==> src/rtl/memctrl_arb.sv <==
// memctrl_arb: arbitrates N_PORTS 1/2/4-byte requesters onto one 8-bit RAM/IO bus.
// Latency: read of n bytes completes n+2 cycles after the grant cycle; write n+1.
// Backpressure: rdy_in low freezes the transaction, blocks writes and rewinds read issue.
//
// Ports:
//   clk_in, rst_in (async active-high), rdy_in      clock, reset, bus ready
//   req_i/we_i/len_i/addr_i/wdata_i                 per-port transaction request
//   done_o/rdata_o/busy_o                           completion pulse, read word, busy
//   mem_din/mem_dout/mem_a/mem_wr                   byte-wide memory bus
// Configuration: define MEMCTRL_RR_EN for round-robin arbitration; otherwise
// fixed priority with port 0 highest.
module memctrl_arb #(
    parameter int N_PORTS = 2,
    parameter int PTR_W   = (N_PORTS > 1) ? $clog2(N_PORTS) : 1
) (
    input  logic                    clk_in,
    input  logic                    rst_in,
    input  logic                    rdy_in,
    input  logic [N_PORTS-1:0]      req_i,
    input  logic [N_PORTS-1:0]      we_i,
    input  logic [2*N_PORTS-1:0]    len_i,
    input  logic [32*N_PORTS-1:0]   addr_i,
    input  logic [32*N_PORTS-1:0]   wdata_i,
    output logic [N_PORTS-1:0]      done_o,
    output logic [31:0]             rdata_o,
    output logic                    busy_o,
    input  logic [7:0]              mem_din,
    output logic [7:0]              mem_dout,
    output logic [31:0]             mem_a,
    output logic                    mem_wr
);

    typedef enum logic [1:0] {IDLE, RD, WR, DONE} state_e;

    state_e               state_q, state_d;
    logic [PTR_W-1:0]     gnt_q, gnt_d;
    logic                 we_q, we_d;
    logic [2:0]           n_q, n_d;
    logic [31:0]          addr_q, addr_d;
    logic [31:0]          wdata_q, wdata_d;
    logic [2:0]           ic_q, ic_d;
    logic [2:0]           rc_q, rc_d;
    logic [31:0]          buf_q, buf_d;
    logic [N_PORTS-1:0]   done_q, done_d;
    logic [31:0]          rdata_q, rdata_d;
`ifdef MEMCTRL_RR_EN
    logic [PTR_W-1:0]     ptr_q, ptr_d;
`endif

    // Arbitration result and the fields of the selected port
    logic [PTR_W-1:0]     pick;
    logic                 sel_we;
    logic [1:0]           sel_len;
    logic [31:0]          sel_addr;
    logic [31:0]          sel_wdata;
    logic [N_PORTS-1:0]   gnt_oh;
    logic [2:0]           rd_off;

    always_comb begin
        pick = '0;
`ifdef MEMCTRL_RR_EN
        // Search upward from the port after the last grant; iterating from the
        // farthest candidate down lets the nearest requester win.
        for (int k = N_PORTS; k >= 1; k--) begin
            if (req_i[(int'(ptr_q) + k) % N_PORTS]) begin
                pick = PTR_W'((int'(ptr_q) + k) % N_PORTS);
            end
        end
`else
        for (int i = N_PORTS - 1; i >= 0; i--) begin
            if (req_i[i]) begin
                pick = PTR_W'(i);
            end
        end
`endif
    end

    always_comb begin
        sel_we    = 1'b0;
        sel_len   = 2'b00;
        sel_addr  = 32'd0;
        sel_wdata = 32'd0;
        for (int i = 0; i < N_PORTS; i++) begin
            if (pick == PTR_W'(i)) begin
                sel_we    = we_i[i];
                sel_len   = len_i[2*i +: 2];
                sel_addr  = addr_i[32*i +: 32];
                sel_wdata = wdata_i[32*i +: 32];
            end
        end
    end

    always_comb begin
        gnt_oh = '0;
        for (int i = 0; i < N_PORTS; i++) begin
            gnt_oh[i] = (gnt_q == PTR_W'(i));
        end
    end

    // Next-state logic
    always_comb begin
        state_d = state_q;
        gnt_d   = gnt_q;
        we_d    = we_q;
        n_d     = n_q;
        addr_d  = addr_q;
        wdata_d = wdata_q;
        ic_d    = ic_q;
        rc_d    = rc_q;
        buf_d   = buf_q;
        done_d  = done_q;
        rdata_d = rdata_q;
`ifdef MEMCTRL_RR_EN
        ptr_d   = ptr_q;
`endif
        case (state_q)
            IDLE: begin
                if (rdy_in && (|req_i)) begin
                    gnt_d   = pick;
                    we_d    = sel_we;
                    case (sel_len)
                        2'b00:   n_d = 3'd1;
                        2'b01:   n_d = 3'd2;
                        default: n_d = 3'd4;
                    endcase
                    addr_d  = sel_addr;
                    wdata_d = sel_wdata;
                    ic_d    = 3'd0;
                    rc_d    = 3'd0;
                    buf_d   = 32'd0;
                    state_d = sel_we ? WR : RD;
`ifdef MEMCTRL_RR_EN
                    ptr_d   = pick;
`endif
                end
            end
            RD: begin
                if (!rdy_in) begin
                    // Bytes issued but not yet received are lost; replay them.
                    ic_d = rc_q;
                end else begin
                    if (ic_q < n_q) begin
                        ic_d = ic_q + 3'd1;
                    end
                    // Two-cycle latency: a byte is on mem_din one cycle after issue.
                    if (ic_q > rc_q) begin
                        buf_d[8*rc_q[1:0] +: 8] = mem_din;
                        rc_d = rc_q + 3'd1;
                        if (rc_q == n_q - 3'd1) begin
                            state_d = DONE;
                            rdata_d = buf_d;
                            done_d  = gnt_oh;
                        end
                    end
                end
            end
            WR: begin
                if (rdy_in) begin
                    ic_d = ic_q + 3'd1;
                    if (ic_q == n_q - 3'd1) begin
                        state_d = DONE;
                        rdata_d = 32'd0;
                        done_d  = gnt_oh;
                    end
                end
            end
            DONE: begin
                if (rdy_in) begin
                    state_d = IDLE;
                    done_d  = '0;
                end
            end
            default: state_d = IDLE;
        endcase
    end

    // Bus drive: once every read byte is issued, hold the last address.
    always_comb begin
        rd_off   = (ic_q < n_q) ? ic_q : (n_q - 3'd1);
        mem_a    = 32'd0;
        mem_dout = 8'd0;
        mem_wr   = 1'b0;
        case (state_q)
            RD: mem_a = addr_q + {29'd0, rd_off};
            WR: begin
                mem_a    = addr_q + {29'd0, ic_q};
                mem_dout = wdata_q[8*ic_q[1:0] +: 8];
                mem_wr   = rdy_in;
            end
            default: ;
        endcase
    end

    always_ff @(posedge clk_in or posedge rst_in) begin
        if (rst_in) begin
            state_q <= IDLE;
            gnt_q   <= '0;
            we_q    <= 1'b0;
            n_q     <= 3'd0;
            addr_q  <= 32'd0;
            wdata_q <= 32'd0;
            ic_q    <= 3'd0;
            rc_q    <= 3'd0;
            buf_q   <= 32'd0;
            done_q  <= '0;
            rdata_q <= 32'd0;
`ifdef MEMCTRL_RR_EN
            ptr_q   <= PTR_W'(N_PORTS - 1);
`endif
        end else begin
            state_q <= state_d;
            gnt_q   <= gnt_d;
            we_q    <= we_d;
            n_q     <= n_d;
            addr_q  <= addr_d;
            wdata_q <= wdata_d;
            ic_q    <= ic_d;
            rc_q    <= rc_d;
            buf_q   <= buf_d;
            done_q  <= done_d;
            rdata_q <= rdata_d;
`ifdef MEMCTRL_RR_EN
            ptr_q   <= ptr_d;
`endif
        end
    end

    assign done_o  = done_q;
    assign rdata_o = rdata_q;
    assign busy_o  = (state_q != IDLE);

endmodule

==> config.mk <==
export PLATFORM = sky130hd
export DESIGN_NAME = memctrl_arb
export DESIGN_NICKNAME = d
export VERILOG_FILES = /design/src/rtl/memctrl_arb.sv
export SDC_FILE = /design/constraint.sdc
export NUM_CORES = 1
export LEC_CHECK = 0
export CAP_MARGIN = 10
export CORE_UTILIZATION = 40
export CTS_CLUSTER_DIAMETER = 120
export DETAILED_ROUTE_END_ITERATION = 16
export PLACE_DENSITY = 0.67
export SYNTH_ARGS = -nofsm -noshare
export SYNTH_HDL_FRONTEND = slang
export SYNTH_SLANG_ARGS = --single-unit
export TNS_END_PERCENT = 30
==> constraint.sdc <==
create_clock -name clk_in -period 13 [get_ports clk_in]
set_input_delay 3.25 -clock clk_in [delete_from_list [all_inputs] [get_ports clk_in]]
set_output_delay 3.25 -clock clk_in [all_outputs]
set_load 0.005 [all_outputs]
* After elaboration in Yosys (flattened, before gate mapping) *
Cells that the tools add are included.

storage, ports and cells
  bits in registers = 142
  input port bits = 147
  output and inout port bits = 76
  word-level logic and storage cells = 96

operators by class
  add/sub/neg operators = 6
  $lt $le $gt $ge = 2
  equality and inequality tests = 14
  shift operators = 3
  mux-type cells = 45
  bitwise gates (word level) = 1
  reduce and logical (&&, ||, !) cells = 15

operators by type and width
  kind                                                                     count
  32-bit 2-to-1 mux                                                        10
  32-bit case mux with 2 select lines                                      3
  32-bit by 3-bit adder with 32-bit output                                 2
  5-bit negation with 34-bit output                                        1
  8-bit by 34-bit variable shift with 32-bit output, first input constant  1
  8-bit by 34-bit variable part select with 32-bit output                  1
  32-bit bitwise mux                                                       1
  32-bit by 6-bit variable part select with 8-bit output                   1
  2-bit 2-to-1 mux                                                         14
  3-bit 2-to-1 mux                                                         7
  2-bit != test, second input constant                                     7
  7-bit AND reduction                                                      2
  3-bit case mux with 2 select lines                                       2
  3-bit case mux with 3 select lines                                       1
  8-bit 2-to-1 mux                                                         1
  2-bit case mux with 4 select lines                                       1
  4-bit AND reduction                                                      2
  3-bit by 1-bit adder with 3-bit output, second input constant            2
  3-bit == test                                                            2
  2-bit case mux with 3 select lines                                       1
  6-bit AND reduction                                                      1
  2-bit nonzero test                                                       3
  3-bit nonzero test                                                       2
  2-bit by 1-bit == test with 1-bit output, second input constant          2
  11 further kinds                                                         16

* Longest topological paths before layout *
  depth in word-level cells = 7
  gate-level depth with buffers = 15
  mapped depth without buffers = 13

* Worst setup path before layout *
No wires, ideal clock.

  path kind = register -> output
  start point = register ic_q[0]
  end point = output port mem_a[15]
  arrival time = 3.461 ns
  required time = 9.750 ns
  setup slack = 6.289 ns
  cell stages (with the launch flop) = 16
  path buffers = 2
  cell sequence = dfrtp_1 clkbuf_1 inv_1 ha_1 nor2b_1 o21ai_0 a21oi_1 nor2_1 a21oi_1 ha_1 a21o_1 a21oi_1 clkbuf_1 nor3_1 xnor2_1 nor2_1

between the ends
  cells in the longest elaborated chain, start to end = 4
  elaborated cells between the ends (all ways) = 5
  those cells by class = add/sub (2); order compare (1); mux (2)

ends and longest elaborated chain
  item                                      RTL line  text
  start, declared                           41        logic [2:0] ic_q, ic_d;
  start signal, assigned                    217       ic_q <= ic_d;
  3-bit less-than comparator                179       rd_off = (ic_q < n_q) ? ic_q : (n_q - 3'd1);
  3-bit 2-to-1 mux                          179
  32-bit by 3-bit adder with 32-bit output  184       RD: mem_a = addr_q + {29'd0, rd_off};
  32-bit case mux with 2 select lines *     183       case (state_q)
  end, declared                             29        output logic [31:0] mem_a,

Every way passes the cells marked *; elsewhere a longest branch is shown, timed or not.

* Worst setup path in the final report *
  start point = register ic_q[0]
  end point = output port mem_a[14]

Same word-level chain as after synthesis.

==> flow_summary.json <==
{
  "synth_edf_count": 0,
  "p_leak_nw": 4.69,
  "grt_util_all_layers_pct": 21.3,
  "drt-total-wl_mm": 20.8,
  "first_pass_iters": 5,
  "start_util_pct": 41.2,
  "dp_hpwl_mm": 15.0,
  "antenna_cells": 0,
  "die_w_um": 144,
  "seqPwrFrac_pct": 31.8,
  "cts_htree_levels": 4,
  "cp_max_fo": 13,
  "path_delay_family": "buffers and inverters",
  "vias": 6567,
  "arrival_ns": 4.56,
  "n_fill_cell": 1801,
  "hold_buffers": 0,
  "synth_largest_area_cell": "dfrtp_1",
  "path_clk_slew_ns": 0.06,
  "cts_buffer_depth": 2,
  "multi_input_area_um2": 4270,
  "crit_buf_inv": 3,
  "slew_violations": 0,
  "rsz0062_at_grt": "false",
  "yosys_register_bits": 142,
  "p_switching_uw": 812,
  "viasPerCell": 5.07,
  "end_kind": "output port",
  "regArea_um2": 3550,
  "fin_crit_sh_pct": 60.1,
  "port_buffers": 222,
  "finalCriticalPeriod_ns": 7.81,
  "grt_first_pass_wirelength_mm": 33.5,
  "combPwrFrac_pct": 44.6,
  "timing.hold.ws_ns": 0.476,
  "vdd_drop_max_uv": 115,
  "nets": 1186,
  "crit_type": "reg2out",
  "hp-class": "reg2reg",
  "pin_count": 223,
  "setup_tns_ns": 0,
  "drt_iter0_markers": 261,
  "synth.avg_cell_area_um2": 9.95,
  "synth_area_um2": 8100,
  "internal_power_mw": 1.36,
  "num_rows": 51,
  "ys.flop_type": "dfrtp_1",
  "ys_top_cells_by_count": "dfrtp_1 (142), nand2_1 (89), o21ai_0 (82)",
  "cts_made_buffers": 17,
  "yosys_warnings": 0,
  "postSynthCellCount": 814,
  "grt_pass1_vias": 6266,
  "gp_congestion": 0.861,
  "status": "completed",
  "max_slew_margin_pct": 31.1,
  "grt.overflow.total": 0,
  "grt_max_degree": 104,
  "fmax_mhz": 128,
  "maxCapViolations": 0,
  "clock_latency_ns": 0.43,
  "fin_skew_ns": 0.00801,
  "cts_setup_buffers": 0,
  "drive_gt1_share_pct": 9.82,
  "drc": 0,
  "cts_resized": 0,
  "synth_area_leaders": "dfrtp_1 (44%), mux2i_1 (8.8%), o21ai_0 (5.1%), mux2_2 (5.0%), nand2_1 (4.1%)",
  "cts_root_buffer": "clkbuf_16",
  "cp-start-kind": "flop",
  "ys_types": 50,
  "finalHoldViolCount": 0,
  "clockPowerShare_pct": 23.6,
  "slowest_stage": "dfrtp_1",
  "required_ns": 9.75,
  "ant_nets": 0,
  "synth_top_cell_area_share_pct": 43.9,
  "antenna_found_initial": 0,
  "die_area_um2": 20800,
  "swShare_pct": 37.3,
  "slowest_delay_ns": 0.73,
  "tightestPinTransition_ns": 1.03,
  "setup_viol": 0,
  "crit_chain": "inv_1 -> ha_1 -> nor2b_1 -> o21ai_0 -> a21oi_1 -> mux2i_1 -> ha_1 -> fa_1 -> a21oi_1 -> buf_4 -> nor3b_1 -> nand4_1 -> xor2_1 -> nor2_1 -> clkdlybuf4s50_1",
  "synthesis.nets": 984,
  "coreArea_um2": 19700,
  "clock-sinks": 142,
  "power_density_nw_per_um2": 195,
  "post_drt_wl_per_cell_um": 16.1,
  "area_delta_synth_final_pct": 37.7,
  "yosysMostFrequentCell": "dfrtp_1",
  "die_h_um": 144,
  "synthArstFlopShare_pct": 100,
  "ys_seq_area_share_pct": 43.9,
  "cts_tree": "yes"
}
[path summary, 6_finish.rpt]
path,startpoint,slack (ns),cells past startpoint,to
setup reg to reg,ic_q[0],9.97,7,rdata_o[20]
min in group asynchronous,rst_in,3.26,2,addr_q[24]
hold / removal,wdata_q[16],0.48,2,wdata_q[16]
max in group asynchronous,rst_in,8.28,3,wdata_q[5]
hold reg to reg,wdata_q[16],0.48,2,wdata_q[16]
setup / recovery,ic_q[0],5.19,15,mem_a[14]
[layer usage]
metal / GRT usage (%) / part of all wire [%] / vias to the layer above
li1: - / - / 3272
met1: 28.0 / 45 / 3084
met2: 33.6 / 47 / 187
met3: 6.39 / 7.2 / 24
met4: 6.43 / 1.4 / 0
met5: 0 / 0 / -
[flip-flops by register name, summed over array words and instances (netlist names)]
signal   flops
addr_q      32
buf_q       32
done_o       2
gnt_q        1
ic_q         3
n_q          3
rc_q         3
rdata_o     32
state_q      2
wdata_q     32
[cell usage in the layout, fill, tap and decap left out, drive strengths merged, types with 18 or more instances in the layout]
cell and instances:
a21oi 45, clkbuf 18, clkdlybuf4s50 222, dfrtp 142
ha 22, inv 24, mux2 37, mux2i 71
nand2 89, nor2 66, nor2b 37, o21ai 83
o2bb2ai 32, xnor2 25
[power groups by stage]
stage          combinational (mW)  clock, mW  sequential, mW
2_1_floorplan               0.624          0           0.657
3_3_place_gp                0.977          0           0.694
3_5_place_dp                0.984          0           0.698
4_1_cts                     0.988      0.522           0.692
5_1_grt                      1.09      0.540           0.713
6_report                    0.971      0.514           0.691
[final cells by class]
cell class | count | area share [%]
multi-input cells | 602 | 38.3
flip-flops and latches | 142 | 31.9
repair buffers | 232 | 20.6
clock buffers | 18 | 3.85
well taps | 265 | 2.97
clock inverters | 14 | 1.69
inverters | 21 | 0.752
[worst register-to-register path: stages, from the launching register on]
cell,delay [ns]
dfrtp_1,0.73
inv_1,0.20
ha_1,0.33
and3_1,0.19
o41a_1,0.47
nor3_4,0.19
buf_4,0.38
mux2_2,0.42
[stage by stage]
step / util, % / area [um2] / worst slack (ns) / cells / power, mW
floorplan: - / 8100 / 5.94 / 814 / 1.28
global placement: 53.6 / 10500 / 5.21 / 1262 / 1.67
detailed placement: 53.6 / 10500 / 5.19 / 1262 / 1.68
CTS: 56.7 / 11200 / 5.11 / 1294 / 2.20
global route: 56.7 / 11200 / 4.68 / 1294 / 2.34
finish: 56.7 / 11200 / 5.19 / 1294 / 2.18
[logic make-up after synthesis]
kind of cell             Yosys count  share of synthesized area [%]
AND/OR/NAND/NOR                  261                           16.8
AO/OA/AOI/OAI                    171                           12.5
flip-flops                       142                           43.9
adder cells (fa/ha/maj)           23                           3.65
multiplexers                     116                           16.1
XOR/XNOR                          31                           3.35
buffers and inverters             70                           3.69
Note: power is estimated with default switching activity, not from simulation.
